File: src/rtl/register_file_16_pkg.sv
// Shared CPU constants for the register file: register count, address width and
// the special register indices.
package register_file_16_pkg;

  localparam int unsigned NumRegs = 15;
  localparam int unsigned AddrW   = 4;
  localparam int unsigned NumSel  = 16;

  typedef logic [AddrW-1:0] reg_addr_t;

  localparam reg_addr_t LR_IDX = 4'd14;
  localparam reg_addr_t PC_IDX = 4'd15;

endpackage

File: src/rtl/decoder_4_16.sv
// 4-to-16 one-hot decoder with enable; all outputs low when en is low.
module decoder_4_16
  import register_file_16_pkg::*;
(
  input  logic              en,
  input  reg_addr_t         addr,
  output logic [NumSel-1:0] onehot
);

  always_comb begin
    onehot       = '0;
    onehot[addr] = en;
  end

endmodule

File: src/rtl/mux_16_1.sv
// 16:1 selector cell, W bits wide.
module mux_16_1
  import register_file_16_pkg::*;
#(
  parameter int unsigned W = 32
) (
  input  logic [NumSel-1:0][W-1:0] data,
  input  reg_addr_t                sel,
  output logic [W-1:0]             y
);

  assign y = data[sel];

endmodule

File: src/rtl/register_file_16.sv
// 15-entry register file (R0..R14) with two read ports, one debug read port,
// a main write port and a link write port to R14. Address 15 reads the PC input.
module register_file_16
  import register_file_16_pkg::*;
#(
  parameter int unsigned W = 32
) (
  input  logic          clk,
  input  logic          reset_n,
  input  reg_addr_t     ra1,
  input  reg_addr_t     ra2,
  output logic [W-1:0]  rd1,
  output logic [W-1:0]  rd2,
  input  reg_addr_t     wa3,
  input  logic [W-1:0]  wd3,
  input  logic          we3,
  input  logic          link_we,
  input  logic [W-1:0]  link_wd,
  input  logic [W-1:0]  r15,
  input  reg_addr_t     dbg_addr,
  output logic [W-1:0]  dbg_data
);

  logic [W-1:0]              regs_q [NumRegs];
  logic [NumSel-1:0]         main_we;
  logic [NumSel-1:0][W-1:0]  sel_in;
  logic                      unused_pc_we;

  decoder_4_16 u_dec (
    .en     (we3),
    .addr   (wa3),
    .onehot (main_we)
  );

  // PC writes are handled by the fetch stage, so the decoded enable is dropped.
  assign unused_pc_we = main_we[PC_IDX];

  always_ff @(posedge clk or negedge reset_n) begin
    if (!reset_n) begin
      for (int i = 0; i < NumRegs; i++) begin
        regs_q[i] <= '0;
      end
    end else begin
      for (int i = 0; i < NumRegs; i++) begin
        if (main_we[i]) begin
          regs_q[i] <= wd3;
        end
      end
      // Main port has priority over the link port on R14.
      if (link_we && !main_we[LR_IDX]) begin
        regs_q[LR_IDX] <= link_wd;
      end
    end
  end

  always_comb begin
    for (int i = 0; i < NumRegs; i++) begin
      sel_in[i] = regs_q[i];
    end
    sel_in[PC_IDX] = r15;
  end

  mux_16_1 #(.W(W)) u_mux_rd1 (
    .data (sel_in),
    .sel  (ra1),
    .y    (rd1)
  );

  mux_16_1 #(.W(W)) u_mux_rd2 (
    .data (sel_in),
    .sel  (ra2),
    .y    (rd2)
  );

  mux_16_1 #(.W(W)) u_mux_dbg (
    .data (sel_in),
    .sel  (dbg_addr),
    .y    (dbg_data)
  );

endmodule

File: config.mk
export PLATFORM = sky130hd
export DESIGN_NAME = register_file_16
export DESIGN_NICKNAME = d
export VERILOG_FILES = /design/src/rtl/register_file_16_pkg.sv /design/src/rtl/decoder_4_16.sv /design/src/rtl/mux_16_1.sv /design/src/rtl/register_file_16.sv
export SDC_FILE = /design/constraint.sdc
export NUM_CORES = 1
export LEC_CHECK = 0
export CAP_MARGIN = 5
export CORE_UTILIZATION = 65
export CTS_CLUSTER_DIAMETER = 80
export CTS_CLUSTER_SIZE = 16
export DETAILED_ROUTE_END_ITERATION = 6
export DONT_BUFFER_PORTS = 1
export PLACE_DENSITY = 0.91
export SYNTH_ARGS = -nofsm -noshare
export SYNTH_HDL_FRONTEND = slang
export SYNTH_SLANG_ARGS = --single-unit
File: constraint.sdc
create_clock -name clk -period 2.5 [get_ports clk]
set_clock_uncertainty 0.1 [all_clocks]
set_input_delay 0.5 -clock clk [delete_from_list [all_inputs] [get_ports clk]]
set_output_delay 0.5 -clock clk [all_outputs]
set_load 0.1 [all_outputs]
### Yosys cells after proc, flatten, opt, wreduce, memory -nomap -nowiden

Index checks and enable logic that the tools add are counted.

| storage, ports and cells | value |
|---|---|
| register bits | 480 |

| operators by class | value |
|---|---|
| mux-type cells | 10 |
| reduce and logical (&&, ||, !) cells | 4 |
| bitwise logic cells | 1 |
| order comparisons | 5 |

Operator list:

| operator | count |
|---|---|
| 32-bit binary-select mux with 4-bit select | 3 |
| 32-bit 2-to-1 mux | 5 |
| 4-bit by 5-bit less-than comparator with 1-bit output (second input constant) | 4 |
| 15-bit AND | 1 |
| 1-bit demux with 4-bit select | 1 |
| 4-bit by 1-bit >= comparator with 1-bit output (second input constant) | 1 |
| 1-bit logical AND | 2 |
| 2-bit nonzero test | 1 |
| 1-bit zero test | 1 |
| 1-bit 2-to-1 mux | 1 |

### Longest topological paths before layout

| logic depth | value |
|---|---|
| depth in word-level cells | 8 |
| mapped depth | 5 |
| mapped depth without buffers | 3 |

### Cells and area by module

From an unflattened synthesis, not the netlist that was laid out.

| unflattened totals | value |
|---|---|
| cell total of the unflattened synthesis | 1,959 |
| area, all modules | 30,494.2 um^2 |

By module, submodules not included:

| module | instances | cells each | seq. area each (um^2) | area an instance (um^2) |
|---|---|---|---|---|
| register_file_16 | 1 | 1,123 | 12,011.5 | 19,190.9 |
| mux_16_1 | 3 | 271 | 0.0 | 3,728.6 |
| decoder_4_16 | 1 | 23 | 0.0 | 117.6 |

### Least setup slack after synthesis

No wires, ideal clock.

| timing path | value |
|---|---|
| path kind | input to output |
| start point | in dbg_addr[0] |
| end point | out dbg_data[10] |
| slack | -0.400 ns |
| arrival | 2.300 ns |
| buffers on the path | 2 |
| stages on the path | 5 |
| path through | clkbuf_1 > buf_2 > mux4_2 > a22oi_1 > nand2_1 |

| on the way | value |
|---|---|
| longest elaborated chain between the ends | 2 |

Ends and longest elaborated chain:

| element | line | source |
|---|---|---|
| start: declaration | register_file_16.sv:20 | `input reg_addr_t dbg_addr,` |
| 32-bit binary-select mux with 4-bit select | mux_16_1.sv:12 | `assign y = data[sel];` |
| 32-bit 2-to-1 mux (implied by the code) | mux_16_1.sv:12 |  |
| end: declaration | register_file_16.sv:21 | `output logic [W-1:0] dbg_data` |

No other way between the ends. The select of a mux whose other input is x is not followed.

### Worst setup path in the final report

| timing path | value |
|---|---|
| start point | reg regs_q[115] (netlist bit) |
| end point | out rd2[19] |

| on the way | value |
|---|---|
| longest elaborated chain between the ends | 2 |

Ends and longest elaborated chain:

| element | line | source |
|---|---|---|
| start: declaration | register_file_16.sv:24 | `logic [W-1:0] regs_q [NumRegs];` |
| start signal: indexed assignment | register_file_16.sv:46 | `regs_q[i] <= wd3;` |
| start signal: indexed assignment | register_file_16.sv:51 | `regs_q[LR_IDX] <= link_wd;` |
| 32-bit binary-select mux with 4-bit select | mux_16_1.sv:12 |  |
| 32-bit 2-to-1 mux (implied by the code) | mux_16_1.sv:12 |  |
| end: declaration | register_file_16.sv:13 | `output logic [W-1:0] rd2,` |

No other way between the ends. The select of a mux whose other input is x is not followed.

==> impl_metrics.xml <==
<?xml version="1.0" encoding="UTF-8"?>
<metrics>
  <group name="status">
    <metric name="status" unit="">finished with violations</metric>
    <metric name="violated_checks" unit="">negative hold slack, negative setup slack</metric>
  </group>
  <group name="logic_synthesis">
    <metric name="synth_xor_area_share" unit="%">0</metric>
    <metric name="synthMuxAreaShare" unit="%">49.1</metric>
    <metric name="synth.yosys.seq_area_share" unit="%">40.9</metric>
    <metric name="synth_top_family_by_area" unit="">multiplexers</metric>
    <metric name="compound_gate_fraction_of_synth_area" unit="%">4.91</metric>
    <metric name="synth_simple_gate_area_share" unit="%">1.89</metric>
    <metric name="yosys.area_share.adder" unit="%">0</metric>
    <metric name="synth_seq_cells" unit="">480</metric>
    <metric name="synthesis.area" unit="um^2">29300</metric>
    <metric name="synth_cell_type_count" unit="">19</metric>
    <metric name="syn_inst" unit="">1915</metric>
    <metric name="ys_warn_count" unit="">0</metric>
    <metric name="postSynthNetCount" unit="">2031</metric>
    <metric name="avgSynthCellArea" unit="um^2">15.3</metric>
  </group>
  <group name="grt">
    <metric name="antenna_found_initial" unit="">6</metric>
    <metric name="grt_pass1_wl" unit="um">137000</metric>
    <metric name="largest_net_degree_at_the_start_of_global_routing" unit="">481</metric>
    <metric name="grt.overflow.total" unit="">0</metric>
    <metric name="first_global_vias" unit="">21538</metric>
    <metric name="groute.usage.overall" unit="%">40.2</metric>
  </group>
  <group name="worst_setup_path">
    <metric name="cp_max_fo" unit="">4</metric>
    <metric name="worstSetupStartpointType" unit="">flip-flop</metric>
    <metric name="crit_path_end_kind" unit="">output port</metric>
    <metric name="timing.critical_path.required" unit="ns">1.90</metric>
    <metric name="critical_path_class" unit="">flip-flop to output port</metric>
    <metric name="signal_arrival_time_at_the_worst_endpoint" unit="ns">2.06</metric>
  </group>
  <group name="timing">
    <metric name="timing.slew.headroom" unit="%">0.394</metric>
    <metric name="worst_slack" unit="ns">-0.163</metric>
    <metric name="maxClockFrequency" unit="GHz">0.376</metric>
    <metric name="rsz_0062_raised_after_global_routing" unit="">true</metric>
    <metric name="setup_viol_count_final" unit="">96</metric>
    <metric name="worst_pin_slew" unit="ns">1.49</metric>
    <metric name="drv_slew" unit="">0</metric>
    <metric name="fin_worst_hold_slack" unit="ns">-0.479</metric>
    <metric name="final_hold_viol_count" unit="">480</metric>
    <metric name="final_period_demand_of_the_worst_path" unit="ns">2.66</metric>
    <metric name="period_share" unit="%">107</metric>
  </group>
  <group name="place">
    <metric name="cell_count_after_placement" unit="">2373</metric>
    <metric name="dp_hpwl" unit="um">48500</metric>
    <metric name="portBuffers" unit="">0</metric>
    <metric name="finalWeightedCongestion" unit="">0.808</metric>
    <metric name="dp_slack" unit="ns">0.173</metric>
  </group>
  <group name="finish">
    <metric name="largest_register" unit="">regs_q</metric>
    <metric name="area.sequential" unit="um^2">12000</metric>
    <metric name="fillers" unit="">2340</metric>
    <metric name="area.growth.synth_to_final" unit="%">14.8</metric>
    <metric name="flip_flop_count_of_the_largest_register_after_layout" unit="">480</metric>
    <metric name="layoutNonFillerInstCount" unit="">2466</metric>
    <metric name="final_net_count" unit="">1980</metric>
    <metric name="final_layout_size_suffix_gt1_share" unit="%">70.8</metric>
    <metric name="leading_registers_by_flop_count" unit="">regs_q (480)</metric>
    <metric name="finalCoreUtilization" unit="%">75.8</metric>
    <metric name="multi_input_area" unit="um^2">18200</metric>
  </group>
  <group name="clock_tree">
    <metric name="cts.clk_slew.worst_paths" unit="ns">0.07</metric>
    <metric name="cts_inserted_buffers" unit="">36</metric>
    <metric name="max-clock-path-buffers" unit="">3</metric>
    <metric name="htree_num_levels" unit="">2</metric>
    <metric name="ctsRootBufferMaster" unit="">clkbuf_16</metric>
    <metric name="clock_insertion_delay_worst_skew" unit="ns">0.57</metric>
    <metric name="cts.hold.buffers_added" unit="">32</metric>
    <metric name="tritoncts" unit="">done</metric>
    <metric name="clock_sinks" unit="">480</metric>
  </group>
  <group name="route">
    <metric name="detailroute.via_count" unit="">20349</metric>
    <metric name="wl_met2" unit="um">43300</metric>
    <metric name="top_layer" unit="">met5</metric>
    <metric name="detail_route.wirelength.met1" unit="um">30900</metric>
    <metric name="detail_route.first_pass.iterations" unit="">7</metric>
    <metric name="drtAntennaViolNets" unit="">0</metric>
    <metric name="routed_wirelength" unit="um">90200</metric>
    <metric name="metal3_wl" unit="um">10700</metric>
    <metric name="drc_errors" unit="">0</metric>
    <metric name="routedWlPerCell" unit="um">36.6</metric>
    <metric name="route.detailed.vias_per_inst" unit="">8.25</metric>
    <metric name="drtIter0Drc" unit="">2450</metric>
  </group>
  <group name="die">
    <metric name="pin_count" unit="">212</metric>
    <metric name="floorplan.initialDensity" unit="%">66.1</metric>
    <metric name="fp.dieArea" unit="um^2">46000</metric>
    <metric name="die_height" unit="um">214</metric>
    <metric name="dieWidth" unit="um">214</metric>
    <metric name="rows" unit="">77</metric>
    <metric name="placeableCoreArea" unit="um^2">44400</metric>
  </group>
  <group name="flow_run">
    <metric name="cap_violations" unit="">0</metric>
  </group>
  <group name="power_and_ir_drop">
    <metric name="peakVddDrop" unit="uV">787</metric>
    <metric name="cellLeakagePower" unit="uW">0.0129</metric>
    <metric name="power.density" unit="nW/um^2">814</metric>
    <metric name="total_power" unit="uW">27400</metric>
  </group>
  <group name="worst_hold_path">
    <metric name="hold_path.class" unit="">input pin to asynchronous set/reset pin</metric>
  </group>
</metrics>
## worst max-delay path, cell delays in order (launching register included)
cell     delay, ns
dfrtp_1       0.45
mux4_2        0.51
a22oi_2       0.25
nand2_4       0.10
buf_12        0.18
## cell families after synthesis
kind of cell / after synthesis
AOI/OAI and AO/OA: 192
buffers and inverters: 216
DFF: 480
muxes: 896
and+or+nand+nor: 131
## final cells by class
cell class	instances	area share, %
multi-input cells	1219	54.0
clock buffers	40	2.84
flip-flops and latches	480	35.7
clock inverters	3	0.100
repair buffers	127	5.15
well taps	592	2.20
diodes	5	0.0371
## path summary, 6_finish.rpt
check	end	slack, ns	cells past startpoint	start
min in group clk	regs_q[25]$_DFFE_PN0P_	0.08	2	link_wd[25]
max in group asynchronous	regs_q[114]$_DFFE_PN0P_	1.57	0	reset_n
setup / recovery	rd2[19]	-0.16	4	regs_q[115]$_DFFE_PN0P_
hold reg to reg	regs_q[293]$_DFFE_PN0P_	0.44	1	regs_q[293]$_DFFE_PN0P_
hold / removal	regs_q[3]$_DFFE_PN0P_	-0.48	0	reset_n
setup reg to reg	regs_q[10]$_DFFE_PN0P_	1.19	3	regs_q[10]$_DFFE_PN0P_
## per-stage QoR
step / setup TNS (ns) / instance area (um^2)
after floorplan: -3.21 / 30600
after global placement: 0 / 31700
after detailed placement: 0 / 31700
after CTS: -9.15 / 33600
after global routing: -12.11 / 33700
final: -9.08 / 33700
## metal layers
layer  GRT usage, %  vias to the layer above
li1               -                     7606
met1           51.6                    10746
met5              0                        -
met2           62.1                     1603
met4           21.2                        2
met3           12.4                      392
## repair_timing
action | CTS | global route
pin swaps | 172 | 61
hold endpoints to repair | 960 | 480
resized for setup | 111 | 9
setup endpoints to repair | 96 | 96
setup buffers | 7 | 6
gates cloned | 0 | 0
## Yosys cell counts (all sizes together)
| library cell | number | share of area [%] |
|---|---|---|
| a22oi | 192 | 4.9 |
| and2 | 3 | 0.064 |
| and3 | 1 | 0.021 |
| buf | 95 | 1.6 |
| clkbuf | 121 | 1.5 |
| dfrtp | 480 | 41 |
| mux2 | 512 | 20 |
| mux4 | 384 | 29 |
| nand2 | 98 | 1.3 |
| nand2b | 2 | 0.043 |
| nand3 | 1 | 0.017 |
| nand3b | 4 | 0.10 |
| nor2 | 12 | 0.15 |
| nor2b | 6 | 0.13 |
| nor3b | 1 | 0.043 |
| or3 | 3 | 0.064 |
## cell usage in the layout, fill, tap and decap left out, types with 2 or more instances in the layout
cell             n
a22oi_1          8
a22oi_2        184
and2_2           3
buf_12          56
buf_4           39
clkbuf_16       37
clkbuf_8         2
dfrtp_1        477
dfrtp_2          3
diode_2          5
dlygate4sd3_1   32
inv_6            2
mux2_1          19
mux2_2         493
mux4_2         384
nand2_2          2
nand2_4         94
nand2b_1         2
nand3b_1         4
nor2_4          11
nor2b_4          6
or3_2            3
## power breakdown
group | internal [uW] | switching (uW) | total, uW
logic | 5030 | 5510 | 10500
registers | 9510 | 1800 | 11300
clock network | 2720 | 2850 | 5570
total | 17300 | 10200 | 27400
(Power assumes the default switching activity.)
